### src/rtl/fade_profile_sched.sv
// Fading-channel profile scheduler.
// Steps through a small table of channel profiles. Each entry either skips,
// runs bypassed, or runs faded (optionally reseeding the fading model first).
// Every used entry gets a settle window with out_valid low before its RUN
// window.
// Optional feature macro: FADE_SCHED_LOOP_EN. When it is defined, the
// sequence repeats from entry 0 after the final entry until stop is pulsed.
module fade_profile_sched #(
  parameter int NUM_PROF      = 4,
  parameter int DWELL_W       = 32,
  parameter int RESEED_CYCLES = 4,
  parameter int SETTLE_CYCLES = 2
) (
  input  logic                        clk,
  input  logic                        reset,
  input  logic                        start,
  input  logic                        stop,
  input  logic                        cfg_we,
  input  logic [$clog2(NUM_PROF)-1:0] cfg_addr,
  input  logic [1:0]                  cfg_mode,
  input  logic [DWELL_W-1:0]          cfg_dwell,
  input  logic [$clog2(NUM_PROF)-1:0] cfg_last,
  output logic                        fade_reset,
  output logic                        fade_bypass,
  output logic [$clog2(NUM_PROF)-1:0] prof_idx,
  output logic                        out_valid,
  output logic                        busy,
  output logic                        done,
  output logic                        cfg_err
);

  localparam int IDX_W  = $clog2(NUM_PROF);
  localparam int PH_MAX = (RESEED_CYCLES > SETTLE_CYCLES) ? RESEED_CYCLES : SETTLE_CYCLES;
  localparam int PH_W   = $clog2(PH_MAX + 1);

  localparam logic [1:0] MODE_BYPASS = 2'b00;
  localparam logic [1:0] MODE_RESEED = 2'b01;
  localparam logic [1:0] MODE_SKIP   = 2'b11;

  typedef enum logic [2:0] {
    S_IDLE,
    S_LOAD,
    S_RESEED,
    S_SETTLE,
    S_RUN,
    S_NEXT
  } state_t;

  state_t             state;
  logic [IDX_W-1:0]   idx;
  logic [IDX_W-1:0]   last;
  logic [1:0]         mode;
  logic [DWELL_W-1:0] dwell_cnt;
  logic [PH_W-1:0]    ph_cnt;
`ifdef FADE_SCHED_LOOP_EN
  logic               ran_any;
`endif

  logic [1:0]         tab_mode  [NUM_PROF];
  logic [DWELL_W-1:0] tab_dwell [NUM_PROF];

  logic [1:0]         ent_mode;
  logic [DWELL_W-1:0] ent_dwell;

  assign ent_mode  = tab_mode[idx];
  assign ent_dwell = tab_dwell[idx];
  assign prof_idx  = idx;

  // Profile table: cleared to "skip" on reset, writable only while idle.
  always_ff @(posedge clk) begin
    if (reset) begin
      for (int i = 0; i < NUM_PROF; i++) begin
        tab_mode[i]  <= MODE_SKIP;
        tab_dwell[i] <= '0;
      end
    end else if (cfg_we && (state == S_IDLE)) begin
      tab_mode[cfg_addr]  <= cfg_mode;
      tab_dwell[cfg_addr] <= cfg_dwell;
    end
  end

  // Sequencer FSM; every output is registered alongside the state.
  always_ff @(posedge clk) begin
    if (reset) begin
      state       <= S_IDLE;
      idx         <= '0;
      last        <= '0;
      ph_cnt      <= '0;
`ifdef FADE_SCHED_LOOP_EN
      ran_any     <= 1'b0;
`endif
      fade_reset  <= 1'b0;
      fade_bypass <= 1'b1;
      out_valid   <= 1'b0;
      busy        <= 1'b0;
      done        <= 1'b0;
      cfg_err     <= 1'b0;
    end else begin
      done    <= 1'b0;
      cfg_err <= cfg_we && (state != S_IDLE);
      if ((state != S_IDLE) && stop) begin
        // Abort: back to idle with the channel bypassed, no done pulse.
        state       <= S_IDLE;
        idx         <= '0;
        fade_reset  <= 1'b0;
        fade_bypass <= 1'b1;
        out_valid   <= 1'b0;
        busy        <= 1'b0;
      end else begin
        case (state)
          S_IDLE: begin
            if (start && !stop) begin
              state <= S_LOAD;
              idx   <= '0;
              last  <= cfg_last;
              busy  <= 1'b1;
`ifdef FADE_SCHED_LOOP_EN
              ran_any <= 1'b0;
`endif
            end
          end
          S_LOAD: begin
            mode      <= ent_mode;
            dwell_cnt <= ent_dwell;
            if ((ent_mode == MODE_SKIP) || (ent_dwell == '0)) begin
              state <= S_NEXT;
            end else if (ent_mode == MODE_RESEED) begin
              state       <= S_RESEED;
              fade_reset  <= 1'b1;
              fade_bypass <= 1'b0;
              ph_cnt      <= PH_W'(RESEED_CYCLES - 1);
            end else begin
              state       <= S_SETTLE;
              fade_bypass <= (ent_mode == MODE_BYPASS);
              ph_cnt      <= PH_W'(SETTLE_CYCLES - 1);
            end
          end
          S_RESEED: begin
            if (ph_cnt == '0) begin
              state       <= S_SETTLE;
              fade_reset  <= 1'b0;
              fade_bypass <= (mode == MODE_BYPASS);
              ph_cnt      <= PH_W'(SETTLE_CYCLES - 1);
            end else begin
              ph_cnt <= ph_cnt - 1'b1;
            end
          end
          S_SETTLE: begin
            if (ph_cnt == '0) begin
              state     <= S_RUN;
              out_valid <= 1'b1;
`ifdef FADE_SCHED_LOOP_EN
              ran_any   <= 1'b1;
`endif
            end else begin
              ph_cnt <= ph_cnt - 1'b1;
            end
          end
          S_RUN: begin
            // Counts down from a nonzero dwell, so the maximum value never wraps.
            if (dwell_cnt == DWELL_W'(1)) begin
              state     <= S_NEXT;
              out_valid <= 1'b0;
            end else begin
              dwell_cnt <= dwell_cnt - 1'b1;
            end
          end
          S_NEXT: begin
            if (idx == last) begin
`ifdef FADE_SCHED_LOOP_EN
              if (ran_any) begin
                state   <= S_LOAD;
                idx     <= '0;
                ran_any <= 1'b0;
              end else begin
                state       <= S_IDLE;
                idx         <= '0;
                fade_bypass <= 1'b1;
                busy        <= 1'b0;
                done        <= 1'b1;
              end
`else
              state       <= S_IDLE;
              idx         <= '0;
              fade_bypass <= 1'b1;
              busy        <= 1'b0;
              done        <= 1'b1;
`endif
            end else begin
              state <= S_LOAD;
              idx   <= idx + 1'b1;
            end
          end
          default: begin
            state <= S_IDLE;
            busy  <= 1'b0;
          end
        endcase
      end
    end
  end

endmodule
### config.mk
export PLATFORM = sky130hd
export DESIGN_NAME = fade_profile_sched
export DESIGN_NICKNAME = d
export VERILOG_FILES = /design/src/rtl/fade_profile_sched.sv
export SDC_FILE = /design/constraint.sdc
export NUM_CORES = 1
export LEC_CHECK = 0
export CAP_MARGIN = 30
export CORE_UTILIZATION = 64
export DETAILED_ROUTE_END_ITERATION = 12
export GPL_TIMING_DRIVEN = 0
export HOLD_SLACK_MARGIN = 0.06
export PLACE_DENSITY = 0.93
export SYNTH_ARGS = -nofsm -noshare
export SYNTH_HDL_FRONTEND = slang
export SYNTH_SLANG_ARGS = --single-unit
export TNS_END_PERCENT = 30
### constraint.sdc
create_clock -name clk -period 8.1 [get_ports clk]
set_input_delay 1.62 -clock clk [delete_from_list [all_inputs] [get_ports clk]]
set_output_delay 1.62 -clock clk [all_outputs]
set_load 0.01 [all_outputs]
# Word level (Yosys, flattened, before mapping)
# Memory sizes are Yosys's and may differ from the RTL's. A register that Yosys moved wholly into a read port is not among the register bits.
# Index checks and enable logic that the tools add are counted.
# Widths: inputs -> output; s select.
[word_totals]
ff_bits = 50
ram_bits = 136
inputBits = 43
out_inout_bits = 8
n_memories = 2
[classes]
addsub = 3
eq_ne = 18
n_mux = 49
bitwise_logic = 4
n_reduce_logical = 33
[mem_list]
columns = ["name", "depth", "width", "rd", "rd_clocked_by_memory_dff", "write_ports", "line_no", "text"]
rows = [
  ["tab_dwell", 4, 32, 1, 1, 4, "60", "logic [DWELL_W-1:0] tab_dwell [NUM_PROF];"],
  ["tab_mode", 4, 2, 1, 1, 4, "59", "logic [1:0] tab_mode [NUM_PROF];"],
]
[op_table]
columns = ["operator", "count"]
rows = [
  ["$mux 32", 2],
  ["$pmux 32 s2", 1],
  ["$eq 32x1->1 const B", 1],
  ["$logic_not 32->1", 1],
  ["$reduce_or 32->1", 1],
  ["$sub 32x1->32 const B", 1],
  ["$mux 3", 8],
  ["$mux 1", 21],
  ["$mux 2", 10],
  ["$reduce_and 4->1", 5],
  ["$pmux 3 s6", 1],
  ["$ne 2x2->1 const B", 8],
  ["$reduce_and 3->1", 4],
  ["$pmux 3 s3", 1],
  ["$reduce_bool 3->1", 3],
  ["$reduce_bool 2->1", 4],
  ["$eq 3x2->1 const B", 2],
  ["$eq 3x3->1 const B", 2],
  ["$logic_not 3->1", 2],
  ["$pmux 1 s3", 2],
  ["$logic_and 1x1->1", 4],
  ["$logic_not 2->1", 2],
  ["$not 1->1", 4],
  ["$pmux 1 s2", 2],
  ["other kinds (14)", 15],
]

# Logic depth before layout (Yosys ltp)
# Gate-level depths: netlist of run 1.
[depth]
ltp_word = 7
mapped_depth = 9
depth_no_buf = 8

# Worst setup path before layout of run 1
# Ideal clock, no wire load.
[synth_timing]
path_type = "input port to flip-flop"
startpoint = "input reset"
endpoint = "register dwell_cnt[0], enable pin"
setup_ns = 0.461
arrival_time_ns = 4.221
setup_slack_ns = 3.418
stages = 3
n_path_buf = 1
cell_sequence = "nand2b_1 clkbuf_1 nor3_1"
[synth_between]
elab_chain_cells = 2
[synth_lines]
columns = ["item", "line_no", "text"]
rows = [
  ["start: declaration", "15", "input logic reset,"],
  ["$not 1->1 (no line)", "-", ""],
  ["$reduce_and 4->1 (no line)", "-", ""],
  ["end signal: assignment", "124", "dwell_cnt <= ent_dwell;"],
  ["end signal: assignment", "165", "dwell_cnt <= dwell_cnt - 1'b1;"],
  ["end: declaration", "53", "logic [DWELL_W-1:0] dwell_cnt;"],
]
# Every way passes these cells.
# A chain may end at the register's enable or synchronous reset.

==> results of run 1 <==
path summary, 6_finish.rpt:
check / from / endpoint / slack (ns) / cells past startpoint
worst min-delay path: fade_reset / fade_reset / 0.47 / 2
worst max-delay path: reset / tab_dwell[2][29] / 3.98 / 4
worst min register to register: fade_reset / fade_reset / 0.47 / 2
worst max register to register: flip-flop / ph_cnt[2] / 4.59 / 8
flip-flops by register name, summed over array words and instances, names as in the netlist, 2 cells and up, named ones only:
register and flops:
ph_cnt 3, dwell_cnt 32, mode 2, tab_dwell 128
prof_idx 2, last 2, tab_mode 8, state 3
layer usage:
layer | track usage (%) | wire (um) | vias up
met5 | 0 | 0 | -
met4 | 17.0 | 742 | 0
met3 | 5.60 | 1510 | 74
met2 | 50.4 | 10400 | 361
met1 | 38.1 | 7510 | 2940
li1 | - | - | 2590
through the flow:
| stage | instance area (um2) | worst slack [ns] | hold WS, ns | power, mW |
|---|---|---|---|---|
| 5_1_grt | 10200 | 3.96 | 0.500 | 2.20 |
| 4_1_cts | 10200 | 4.07 | 0.480 | 2.14 |
| 2_1_floorplan | 8820 | 3.42 | 0.449 | 1.27 |
| 3_5_place_dp | 9580 | 3.68 | 0.470 | 1.35 |
| 3_3_place_gp | 9540 | 2.17 | 0.449 | 1.33 |
| 6_report | 10200 | 3.98 | 0.471 | 2.15 |
placed cells by master, fill, tap and decap left out, types with 3 or more instances in the layout:
cell	synthesis	final
edfxtp_1	170	170
and2_1	130	130
nand2_1	54	54
clkdlybuf4s50_1	0	50
o21ai_0	36	36
mux4_2	34	34
clkbuf_1	26	26
nor2_1	22	22
dfxtp_1	18	18
xnor2_1	17	17
clkbuf_16	0	17
nor4_1	14	14
nor3_1	15	14
nand2b_1	13	13
a21oi_1	13	13
xor2_1	12	12
or3_1	8	8
or4_1	6	6
nor2b_1	6	6
nand4_1	5	5
nand3b_1	5	5
nand3_1	5	5
inv_1	5	5
buf_6	3	5
buf_1	5	5
clkinv_2	0	5
a211oi_1	4	4
ha_1	4	4
o31a_1	3	3
buf_2	2	3
or2_2	3	3
clkinvlp_4	0	3
layout make-up:
class                           instances  area, um2  area share, %
Buffer                                 37        168           1.65
Timing Repair Buffer                   54        538           5.30
Clock buffer                           17        425           4.19
Tap cell                              176        220           2.17
Clock inverter                         15        146           1.44
Multi-Input combinational cell        433       3170           31.2
Inverter                                5       18.8          0.185
Sequential cell                       188       5470           53.8
report_power, final:
part	total, mW	internal [mW]	switching (mW)	leakage, nW
Combinational	0.188	0.0740	0.114	1.32
Sequential	1.15	1.12	0.0236	1.85
Clock	0.811	0.453	0.359	0.277
Total	2.15	1.65	0.496	3.44
kinds of logic after synthesis:
family	after synthesis	share of synthesized area (%)
and+or+nand+nor	292	18.6
AOI/OAI and AO/OA	72	4.95
DFF	188	62.0
buffers and inverters	42	2.11
xor gates and xnor gates	29	2.88
muxes	36	8.91
adders and majority gates	4	0.568
worst min-delay path, delay by kind of cell, from the launching register on:
| kind | cells | cell delay (ns) |
|---|---|---|
| DFF | 1 | 0.31 |
| AOI/OAI and AO/OA | 1 | 0.06 |
| and+or+nand+nor | 1 | 0.05 |
==> run metrics, run 1 <==
WP buf/inv 1; vias in the first global route 6130; Post-CTS Setup Repair Bufs 0; later-pin clock latency in the skew report 0.44 ns; # clock sinks 188; Post-synth EDFFs 170; Routed Wire Length 20100 um; # setup viols final 0; CP max FO 34; buffers added on ports 50; RD Place Congestion 0.870; PostCTS Resize Cnt 0; DR DRC count 0; share of layout cells above drive strength 1 11.2%; # IOs 51; most frequent cells after synthesis edfxtp_1 (170), and2_1 (130), nand2_1 (54); crit path time final 4.12 ns; Crit. End Element flip-flop; vias 5965; CP Cell Sequence clkdlybuf4s50_1 -> nand2b_1 -> nor3_1 -> or2_2; syn nets 710; Syn Area/Cell 13.3 um2; Layout area overhead 15.2%; DR vias/cell 6.45; CP top delay family simple AND/OR/NAND/NOR gates; row count 42; per-cell routed wire length 21.8 um; Lkg Pwr 3.44 nW; Syn Inst Count 663; placed cells 893; FILL cells 727; largest net degree at the start of global routing 35; diode count 0; top cells by area, synth edfxtp_1 (58%), and2_1 (9.2%), mux4_2 (8.7%); layout net count 783; initial drt markers 660; final core utilization 76.1%; Worst Setup Path Type primary input to flip-flop; Tightest Pin Transition 1.14 ns; CTS tree done; DIE AREA 14300 um2; ys flop type edfxtp_1; Critical Path Max Stage Delay 0.94 ns; global-route total usage across every layer 30.5%; RSZ-0062 raised after global routing no; most area-hungry cell type in the Yosys netlist edfxtp_1; post-route insts no fill 925; H-tree Lvls 4; Final HPWL DP 13200 um; chip height 119 um; most common cell in the netlist edfxtp_1; outcome finished, final reports clean; peak supply drop 0.161 mV; core area 13300 um2; YS warnings 0; WP data required 8.16 ns; HP Class flip-flop to flip-flop; die width 119 um; FMAX 0.243 GHz; asr flop ratio synth 0%; Critical-path top delay cell nor3_1; Starting Density 66.1%; Worst setup SP type primary input; remaining antenna violation count 0; Root Driver clkbuf_16; first-pass GRT wire length 32200 um; CP arrival 4.17 ns; Seq cells post-synth 188; initial antenna violation count 0; setup_tns 0 ns; sequential fraction of the synthesis area 62.0%; hold buffers post-CTS 0; Cell Area, Synth 8820 um2; total congestion overflow 0; Final Max Tran Viols 0; slew margin rel. 23.5%; Longest Clk Path Bufs 2; Synth cell types 48; drt pass-1 iters 5; Pwr Density 211 nW/um2; period utilisation layout 50.8%; clk slew on worst S/H paths 0.07 ns; Fin Clk Skew 0.0110 ns; top-area cell type share of the netlist area 57.9%; final hold viol count 0; Inserted Clock Buffers 17; max cap viols 0
(Power assumes the default switching activity.)
==> run 2: changes to the inputs <==
--- a/config.mk
+++ b/config.mk
@@ -6,11 +6,11 @@
 export NUM_CORES = 1
 export LEC_CHECK = 0
 export CAP_MARGIN = 30
-export CORE_UTILIZATION = 64
+export CORE_UTILIZATION = 54
 export DETAILED_ROUTE_END_ITERATION = 12
 export GPL_TIMING_DRIVEN = 0
 export HOLD_SLACK_MARGIN = 0.06
-export PLACE_DENSITY = 0.93
+export PLACE_DENSITY = 0.84
 export SYNTH_ARGS = -nofsm -noshare
 export SYNTH_HDL_FRONTEND = slang
 export SYNTH_SLANG_ARGS = --single-unit
==> constraint.sdc (replaced) <==
create_clock -name clk -period 3.5 [get_ports clk]
set_input_delay 0.7 -clock clk [delete_from_list [all_inputs] [get_ports clk]]
set_output_delay 0.7 -clock clk [all_outputs]
set_load 0.01 [all_outputs]
==> run 2 against run 1 <==
Effect of this change:
- first-iteration DRC count shrank 25%
- setup slack worse by 3.7 ns
- via count shrank 2.9%
- hold slack worse by 0.015 ns
- utilization fell by 12 points
- critical path type is now flip-flop to flip-flop
- largest cell class unchanged
==> run metrics, run 2 (synthesis gave the netlist of run 1 again) <==
share of layout cells above drive strength 1 11.1%; Critical Path Max Stage Delay 0.68 ns; Layout area overhead 15.3%; sequential share of power 54.9%; # IOs 51; Pwr Density 475 nW/um2; FILL cells 1144; Crit. End Element flip-flop; CTS tree done; cell-internal power 3.68 mW; CP arrival 3.60 ns; # clock sinks 188; peak supply drop 0.336 mV; HP Class flip-flop to flip-flop; FMAX 0.307 GHz; die width 130 um; Routed Wire Length 19600 um; vias 5793; R2R Path End ph_cnt[1]; total congestion overflow 0; net switching power 1.15 mW; Largest register FFs 128; Power Total 4.83 mW; vias in the first global route 5759; global-route total usage across every layer 24.9%; Inserted Clock Buffers 17; per-cell routed wire length 20.3 um; DR vias/cell 6.01; CP max FO 10; later-pin clock latency in the skew report 0.43 ns; Regs by FF count tab_dwell: 128 flops, dwell_cnt: 32 flops, tab_mode: 8 flops; Comb pwr share 8.9%; layout net count 782; most frequent cells in the layout edfxtp_1 (170), and2_1 (130), nand2_1 (54); Post-CTS Setup Repair Bufs 0; DIE AREA 16800 um2; diode count 0; CP Cell Sequence clkbuf_1 -> buf_1 -> mux4_2 -> nor4_1 -> nand4_1 -> nor2_2 -> o21ai_0 -> a211oi_1; slew margin rel. 30.6%; # setup viols final 0; core area 15900 um2; commonest non-fill, non-tap cell in the layout edfxtp_1; initial drt markers 493; WP data required 3.84 ns; clk slew on worst S/H paths 0.07 ns; Multi-input gate area 3180 um2; Final HPWL DP 12700 um; initial antenna violation count 0; crit path time final 3.26 ns; Most flops, register tab_dwell; chip height 130 um; period utilisation layout 93.1%; Root Driver clkbuf_16; worst r2r path cells 8; row count 46; max cap viols 0; switching part of the total 23.9%; setup_tns 0 ns; RD Place Congestion 0.821; Critical-path top delay cell buf_1; Starting Density 55.5%; Lkg Pwr 3.40 nW; Clk network pwr share 36.2%; largest net degree at the start of global routing 35; final hold viol count 0; buffers added on ports 50; HP Start fade_reset; Worst Setup Path Type flip-flop to flip-flop; drt pass-1 iters 5; Storage cell area 5470 um2; Hold Path Depth 2; remaining antenna violation count 0; Final Max Tran Viols 0; H-tree Lvls 4; outcome finished, final reports clean; DR DRC count 0; Longest Clk Path Bufs 2; PnR worst setup slack 0.243 ns; Tightest Pin Transition 1.03 ns; hold path endpoint fade_reset; dpl ws -0.0478 ns; first-pass GRT wire length 30800 um; Worst setup SP type flip-flop; RSZ-0062 raised after global routing no; Fin Clk Skew 0.00836 ns; Worst R2R Setup Slack 0.24 ns
==> run 2: metal layers <==
layer	part of all wire (%)	global-route usage, %	vias up
met5	0	0	-
met4	2.0	9.44	0
met3	5.5	3.61	33
met2	53	43.7	265
met1	40	31.3	2911
li1	-	-	2584
==> run 2: repair_timing <==
item,4_1_cts,5_1_grt
endpoints found under the setup margin,0,35
hold buffers,0,0
gates resized for setup,0,3
==> run 2: worst max-delay path by stage <==
stage | to | slack [ns] | cells past startpoint
3_5_place_dp | tab_dwell[2][28] | -0.05 | 4
4_1_cts | tab_dwell[2][24] | 0.09 | 5
6_report | ph_cnt[1] | 0.24 | 8
2_1_floorplan | dwell_cnt[0] | 0.54 | 7
3_3_place_gp | tab_dwell[1][30] | -0.47 | 4
5_1_grt | ph_cnt[1] | 0.007 | 8
==> run 2: area by class of cell <==
cell class / count / area share (%)
Timing Repair Buffer: 53 / 5.23
Tap cell: 216 / 2.66
Buffer: 37 / 1.67
Inverter: 5 / 0.185
Clock buffer: 19 / 4.26
Sequential cell: 188 / 53.8
Multi-Input combinational cell: 433 / 31.3
Clock inverter: 13 / 0.911
==> run 2: metrics by stage <==
step	hold slack [ns]	utilization [%]	cell area, um2	cells
after floorplan	0.449	-	8820	663
after global placement	0.448	60.4	9590	929
after detailed placement	0.451	60.6	9630	932
after CTS	0.461	63.9	10200	964
after global routing	0.484	64.0	10200	964
final	0.457	64.0	10200	964
==> run 2: power by group through the flow <==
stage,logic [mW],clock network [mW],registers (mW)
final,0.432,1.75,2.65
after global routing,0.471,1.83,2.66
after CTS,0.427,1.74,2.65
after detailed placement,0.419,0,2.70
after global placement,0.397,0,2.69
after floorplan,0.249,0,2.68
==> run 2: worst max-delay path: cells and delay by family, from the launching register on <==
kind	cells	cell delay [ns]
AO/OA/AOI/OAI	2	0.49
multiplexers	1	0.43
flip-flops	1	0.31
buffers and inverters	2	1.04
AND/OR/NAND/NOR	3	0.89
